--- config.mk ---
export PLATFORM = sky130hd
export DESIGN_NAME = serv_ldst_buf_flat
export DESIGN_NICKNAME = d
export VERILOG_FILES = /design/src/rtl/serv_ldst_buf_if.sv /design/src/rtl/serv_ldst_buf.sv /design/src/flat_wrapper.sv
export SDC_FILE = /design/constraint.sdc
export NUM_CORES = 1
export LEC_CHECK = 0
export CAP_MARGIN = 20
export CELL_PAD_IN_SITES_DETAIL_PLACEMENT = 1
export CELL_PAD_IN_SITES_GLOBAL_PLACEMENT = 1
export CORE_ASPECT_RATIO = 0.8
export CORE_UTILIZATION = 30
export CTS_BUF_LIST = sky130_fd_sc_hd__clkbuf_4
export DETAILED_ROUTE_END_ITERATION = 7
export HOLD_SLACK_MARGIN = 0.08
export PLACE_DENSITY_LB_ADDON = 0.1
export SLEW_MARGIN = 20
export SYNTH_ARGS = -nofsm -noshare
export SYNTH_HDL_FRONTEND = slang
export SYNTH_SLANG_ARGS = --single-unit
--- constraint.sdc ---
create_clock -name i_clk -period 1.45 [get_ports i_clk]
set_input_delay 0.29 -clock i_clk [delete_from_list [all_inputs] [get_ports i_clk]]
set_output_delay 0.29 -clock i_clk [all_outputs]
set_load 0.02 [all_outputs]
--- src/rtl/serv_ldst_buf_if.sv ---
// Bus and serial-control bundle between the SERV core control and the
// load/store buffer.
interface serv_ldst_buf_if;
  logic        i_en;
  logic        i_d;
  logic        i_store;
  logic        i_load;
  logic [31:0] i_dat;
  logic [1:0]  i_lsb;
  logic        i_half;
  logic        i_word;
  logic        i_sh_start;
  logic        i_sh_dec;
  logic        o_q;
  logic [1:0]  o_bytecnt;
  logic        o_cnt_done;
  logic        o_sh_done;
  logic [31:0] o_wb_dat;

  modport master (
    output i_en, i_d, i_store, i_load, i_dat, i_lsb, i_half, i_word,
           i_sh_start, i_sh_dec,
    input  o_q, o_bytecnt, o_cnt_done, o_sh_done, o_wb_dat
  );

  modport slave (
    input  i_en, i_d, i_store, i_load, i_dat, i_lsb, i_half, i_word,
           i_sh_start, i_sh_dec,
    output o_q, o_bytecnt, o_cnt_done, o_sh_done, o_wb_dat
  );
endinterface

--- src/rtl/serv_ldst_buf.sv ---
// Serial load/store data buffer, bit/byte sequencer and shift-amount counter
// feeding serv_mem_if.
module serv_ldst_buf #(
  parameter int W = 1
) (
  input logic            i_clk,
  input logic            i_rst,
  serv_ldst_buf_if.slave bus
);

  generate
    if (W != 1) begin : g_bad_width
      $error("serv_ldst_buf: only W=1 is supported");
    end
  endgenerate

  logic [31:0] dat;
  logic [4:0]  cnt;
  logic [5:0]  shcnt;

  // A load realigns the addressed lane to bit 0; a load beats a same-cycle
  // shift, while cnt keeps counting enables regardless.
  always_ff @(posedge i_clk or posedge i_rst) begin
    if (i_rst) begin
      dat   <= 32'd0;
      cnt   <= 5'd0;
      shcnt <= 6'd0;
    end else begin
      if (bus.i_en)
        cnt <= cnt + 5'd1;

      if (bus.i_load)
        dat <= bus.i_dat >> {bus.i_lsb, 3'b000};
      else if (bus.i_en)
        dat <= {bus.i_store & bus.i_d, dat[31:1]};

      // Bit 5 acts as a sticky underflow flag once the count passes zero.
      if (bus.i_sh_start)
        shcnt <= {1'b0, dat[4:0]};
      else if (bus.i_sh_dec && !shcnt[5])
        shcnt <= shcnt - 6'd1;
    end
  end

  always_comb begin
    bus.o_wb_dat = {4{dat[7:0]}};
    if (bus.i_word)
      bus.o_wb_dat = dat;
    else if (bus.i_half)
      bus.o_wb_dat = {2{dat[15:0]}};
  end

  assign bus.o_q        = dat[0];
  assign bus.o_bytecnt  = cnt[4:3];
  assign bus.o_cnt_done = bus.i_en & (cnt == 5'd31);
  assign bus.o_sh_done  = shcnt[5];

endmodule

--- src/flat_wrapper.sv ---
// flat-port wrapper written by rule: the top's interface ports become plain ports
module serv_ldst_buf_flat 
#(
  parameter int W = 1
)
  (i_clk, i_rst, bus_i_en, bus_i_d, bus_i_store, bus_i_load, bus_i_dat, bus_i_lsb, bus_i_half, bus_i_word, bus_i_sh_start, bus_i_sh_dec, bus_o_q, bus_o_bytecnt, bus_o_cnt_done, bus_o_sh_done, bus_o_wb_dat);
  serv_ldst_buf_if bus_i ();
  input logic i_clk;
  input logic i_rst;
  input wire logic [$bits(bus_i.i_en)-1:0] bus_i_en;
  input wire logic [$bits(bus_i.i_d)-1:0] bus_i_d;
  input wire logic [$bits(bus_i.i_store)-1:0] bus_i_store;
  input wire logic [$bits(bus_i.i_load)-1:0] bus_i_load;
  input wire logic [$bits(bus_i.i_dat)-1:0] bus_i_dat;
  input wire logic [$bits(bus_i.i_lsb)-1:0] bus_i_lsb;
  input wire logic [$bits(bus_i.i_half)-1:0] bus_i_half;
  input wire logic [$bits(bus_i.i_word)-1:0] bus_i_word;
  input wire logic [$bits(bus_i.i_sh_start)-1:0] bus_i_sh_start;
  input wire logic [$bits(bus_i.i_sh_dec)-1:0] bus_i_sh_dec;
  output wire logic [$bits(bus_i.o_q)-1:0] bus_o_q;
  output wire logic [$bits(bus_i.o_bytecnt)-1:0] bus_o_bytecnt;
  output wire logic [$bits(bus_i.o_cnt_done)-1:0] bus_o_cnt_done;
  output wire logic [$bits(bus_i.o_sh_done)-1:0] bus_o_sh_done;
  output wire logic [$bits(bus_i.o_wb_dat)-1:0] bus_o_wb_dat;
  assign bus_i.i_en = bus_i_en;
  assign bus_i.i_d = bus_i_d;
  assign bus_i.i_store = bus_i_store;
  assign bus_i.i_load = bus_i_load;
  assign bus_i.i_dat = bus_i_dat;
  assign bus_i.i_lsb = bus_i_lsb;
  assign bus_i.i_half = bus_i_half;
  assign bus_i.i_word = bus_i_word;
  assign bus_i.i_sh_start = bus_i_sh_start;
  assign bus_i.i_sh_dec = bus_i_sh_dec;
  assign bus_o_q = bus_i.o_q;
  assign bus_o_bytecnt = bus_i.o_bytecnt;
  assign bus_o_cnt_done = bus_i.o_cnt_done;
  assign bus_o_sh_done = bus_i.o_sh_done;
  assign bus_o_wb_dat = bus_i.o_wb_dat;
  serv_ldst_buf #(.W(W)) u_core (.i_clk(i_clk), .i_rst(i_rst), .bus(bus_i));
endmodule
# Word-level counts from Yosys, hierarchy flattened
# Index checks and enable logic that the tools add are counted.
[totals]
inputBits = 44
output_inout_bits = 37
reg_bits = 43
[op_classes]
n_bitwise = 2
eq_ne = 1
shift = 1
n_reduce_logical = 4
add_sub_neg = 2
n_mux = 6
[op_table]
columns = ["cell", "n"]
rows = [
  ["$mux W32", 4],
  ["$shr A32 B5 Y32", 1],
  ["$mux W6", 2],
  ["$sub A6 B1 Y6 const B", 1],
  ["$add A5 B1 Y5 const B", 1],
  ["$eq A5 B5 Y1 const B", 1],
  ["$reduce_bool A2 Y1", 2],
  ["$and A1 B1 Y1", 2],
  ["$logic_and A1 B1 Y1", 1],
  ["$logic_not A1 Y1", 1],
]

# Depth between registers and ports, before layout
[depth]
depth_word = 4
ltp_mapped = 6
ltp_nobuf = 5

# Worst setup path after synthesis
# No wires, ideal clock.
[synth_timing]
path_kind = "input -> output"
from = "input bus_i_half"
to = "output bus_o_wb_dat[10]"
path_slack_ns = -0.099
stages = 4
arrival_time_ns = 1.259
n_path_buf = 2
cell_sequence = "buf_2 -> nor2_2 -> buf_2 -> o21ai_0"
[synth_between]
elab_chain_len = 2
[synth_rtl]
columns = ["element", "line", "text"]
rows = [
  ["from (decl)", "flat_wrapper.sv:16", "input wire logic [$bits(bus_i.i_half)-1:0] bus_i_half;"],
  ["$mux W32", "serv_ldst_buf.sv:49", "else if (bus.i_half)"],
  ["$mux W32", "serv_ldst_buf.sv:47", "if (bus.i_word)"],
  ["to (decl)", "flat_wrapper.sv:24", "output wire logic [$bits(bus_i.o_wb_dat)-1:0] bus_o_wb_dat;"],
]
# Every way passes these cells.

# Worst setup path in the final report
[layout_timing]
from = "register u_core.cnt[1]"
to = "output bus_o_cnt_done"
[layout_between]
elab_chain_len = 2
[layout_rtl]
columns = ["element", "line", "text"]
rows = [
  ["from (decl)", "serv_ldst_buf.sv:18", "logic [4:0] cnt;"],
  ["from (signal assigned)", "serv_ldst_buf.sv:30", "cnt <= cnt + 5'd1;"],
  ["$eq A5 B5 Y1", "serv_ldst_buf.sv:55", "assign bus.o_cnt_done = bus.i_en & (cnt == 5'd31);"],
  ["$and A1 B1 Y1", "serv_ldst_buf.sv:55", ""],
  ["to (decl)", "flat_wrapper.sv:22", "output wire logic [$bits(bus_i.o_cnt_done)-1:0] bus_o_cnt_done;"],
]
# Every way passes these cells.

==> summary.md <==
| Metric | Value |
|---|---|
| Largest net degree at the start of global routing | 44 |
| Maximum vdd ir drop | 0.382 mV |
| Tcrit/Tclk final | 1.30 |
| Multi-input gate area | 1650 um^2 |
| Clock Tree Root | clkbuf_4 |
| Reg2reg end | u_core.shcnt[4] |
| Vias | 2911 |
| Slew at the pin closest to its max-slew limit | 0.349 ns |
| I/O pin cnt | 81 |
| Final WL | 10300 um |
| Initial Utilization | 0.313 |
| Fmax | 532 MHz |
| Drt via density | 4.90 |
| Fin crit period | 1.88 ns |
| Number of synthesized flops with an enable pin | 0 |
| Post-layout util | 0.531 |
| Leakage | 2.32 nW |
| Pins Over Slew Limit | 0 |
| Worst slew margin | 0.765 |
| Yosys Warn Count | 0 |
| Number of CTS-inserted buffers | 5 |
| Worst min path class | in2async |
| Crit Reg-Reg Startpoint | u_core.shcnt[1] |
| Antenna violations before repair | 0 |
| Synthesized area | 2880 um^2 |
| Met2 Track Usage GR | 0.322 |
| Count of final setup violators | 26 |
| Crit start category | flop |
| Storage element area | 1080 um^2 |
| Clk sinks | 43 |
| Gr ovfl total | 0 |
| Mapped Nets | 353 |
| H-tree depth | 2 |
| DPL Wire Length | 7660 um |
| CP Data Required Time | 1.16 ns |
| Die area | 9990 um^2 |
| Hold Vio Cnt, Final | 0 |
| M3 GR Usage | 0.0282 |
| R2R cell count | 5 |
| CTS max path bufs | 2 |
| Crit. End Element | output pin |
| Vias in the first global route | 2929 |
| Clk slew on worst S/H paths | 0.15 ns |
| Die width | 112 um |
| Max Fanout on Critical Path | 2 |
| Most common cell after layout, fill and taps aside | buf_4 |
| Failing checks | design-rule violations, negative setup slack |
| Sequential-to-total area share from yosys stat | 0.374 |
| Setup crit end | bus_o_cnt_done |
| Synthesis-to-finish area growth | 69.7% |
| CTS tree | built |
| Drt pass-1 iters | 6 |
| Nets@finish | 525 |
| Clock skew | 0.0161 ns |
| RSZ-0062 raised after global routing | true |
| Clk_lat worst skew | 0.37 ns |
| Wire length of the first global-routing pass | 15800 um |
| Share of cells above drive strength 1 | 0.443 |
| Syn Inst Count | 306 |
| Asr flop ratio synth | 1.00 |
| FP Rows | 31 |
| Pre-CTS setup slack | -0.826 ns |
| Average size of a mapped cell | 9.40 um^2 |
| RD Place Congestion | 0.814 |
| Core footprint | 9190 um^2 |
| WS Path Type | reg2out |
| Flop2flop setup slack | 0.07 ns |
| Setup TNS | -3.29 ns |
| Commonest cells after routing, fill and taps aside | buf_4 (92), buf_6 (53), clkdlybuf4s50_1 (41), dfrtp_1 (41), mux2i_1 (38) |
| Port Buffers | 80 |
| Worst Hold Slack | 0.283 ns |
| Tot GR Track Use | 0.209 |
| Pwr dens | 948 nW/um^2 |
| #FFs+latches synth | 43 |
| DR iter-0 viols | 112 |
| GR Layer Usage met1 | 0.312 |
| Die height | 89.6 um |
| Grt peak-use layer | met2 |
| Status | finished, violations left |
| Post-route DRC | 5 |
| Final worst slack | -0.428 ns |
| Fillers | 1051 |
| Synth Flop Type | dfrtp_1 |
| Antenna violation net count after detailed routing | 0 |
| Wire per inst | 17.4 um |
| Distinct cells, synth | 39 |
| Worst endpoint data arrival time | 1.59 ns |
| Worst Setup SP | u_core.cnt[1] |
| Max-cap viol count | 0 |
| Antenna cells | 0 |
-- report_power, final --
| part | total (mW) | internal, mW | switching [mW] |
|---|---|---|---|
| combinational | 2.26 | 1.26 | 0.995 |
| clock | 0.806 | 0.364 | 0.442 |
| sequential | 1.57 | 1.40 | 0.170 |
| total | 4.63 | 3.02 | 1.61 |
-- registers in the layout, indices dropped and copies added (netlist names) --
| register | cells |
|---|---|
| u_core.cnt | 5 |
| u_core.dat | 32 |
| u_core.shcnt | 6 |
-- Yosys cell counts (9+ instances only) --
cell type  count  area share
buf_2          9       0.016
buf_4         11       0.029
inv_1         21       0.027
a21oi_1       17       0.030
mux2i_1       40        0.14
o2bb2ai_1     15       0.046
o22ai_1       16       0.035
o22a_1        16       0.049
dfrtp_1       43        0.37
o21ai_0       26       0.045
nand2_1       29       0.038
-- through the flow --
step | cell area, um^2 | total power, mW | std cells
finish | 4880 | 4.63 | 594
global route | 4880 | 4.92 | 594
CTS | 4630 | 4.45 | 587
detailed placement | 4320 | 3.46 | 557
global placement | 4320 | 3.39 | 557
floorplan | 2880 | 2.47 | 306
-- logic make-up (layout without fill, tap and decap cells) --
kind of cell               Yosys count  count (layout)  share of synthesized area
AOI/OAI and AO/OA                  104             104                      0.240
and+or+nand+nor                     54              54                      0.100
adders and majority gates            3               3                     0.0130
buffers and inverters               54             227                      0.107
DFF                                 43              43                      0.374
xor gates and xnor gates             5               5                     0.0152
muxes                               43              43                      0.151
-- how the worst min path moves through the flow --
stage,startpoint,end
after floorplan,bus_i_sh_start,u_core.shcnt[5]
after global placement,u_core.dat[14],u_core.dat[14]
after detailed placement,u_core.dat[14],u_core.dat[14]
after CTS,i_rst,u_core.dat[27]
after global routing,i_rst,u_core.dat[3]
final,i_rst,u_core.dat[3]
-- timing repair --
item,CTS,global route
hold buffers,0,0
cloned,0,1
setup buffers,23,14
pin swaps,7,9
setup endpoints to repair,39,37
resized for setup,274,69
-- critical path, stage by stage, from the launching register on --
cell and delay [ns]:
dfrtp_1 0.42, ha_2 0.20, and3_4 0.19, ha_4 0.15
and2_4 0.14, buf_6 0.12
-- final cells by class --
type	instances	area share
Multi-Input combinational cell	209	0.338
Tap cell	115	0.0295
Timing Repair Buffer	198	0.377
Inverter	21	0.0187
Clock buffer	5	0.00768
Clock inverter	3	0.00871
Sequential cell	43	0.221
-- routing by layer --
metal / vias up / share of wire
met3: 7 / 0.037
met1: 1403 / 0.51
met2: 67 / 0.45
met4: 0 / 0.0064
met5: - / 0
li1: 1434 / -
Note: power is estimated with default switching activity, not from simulation.
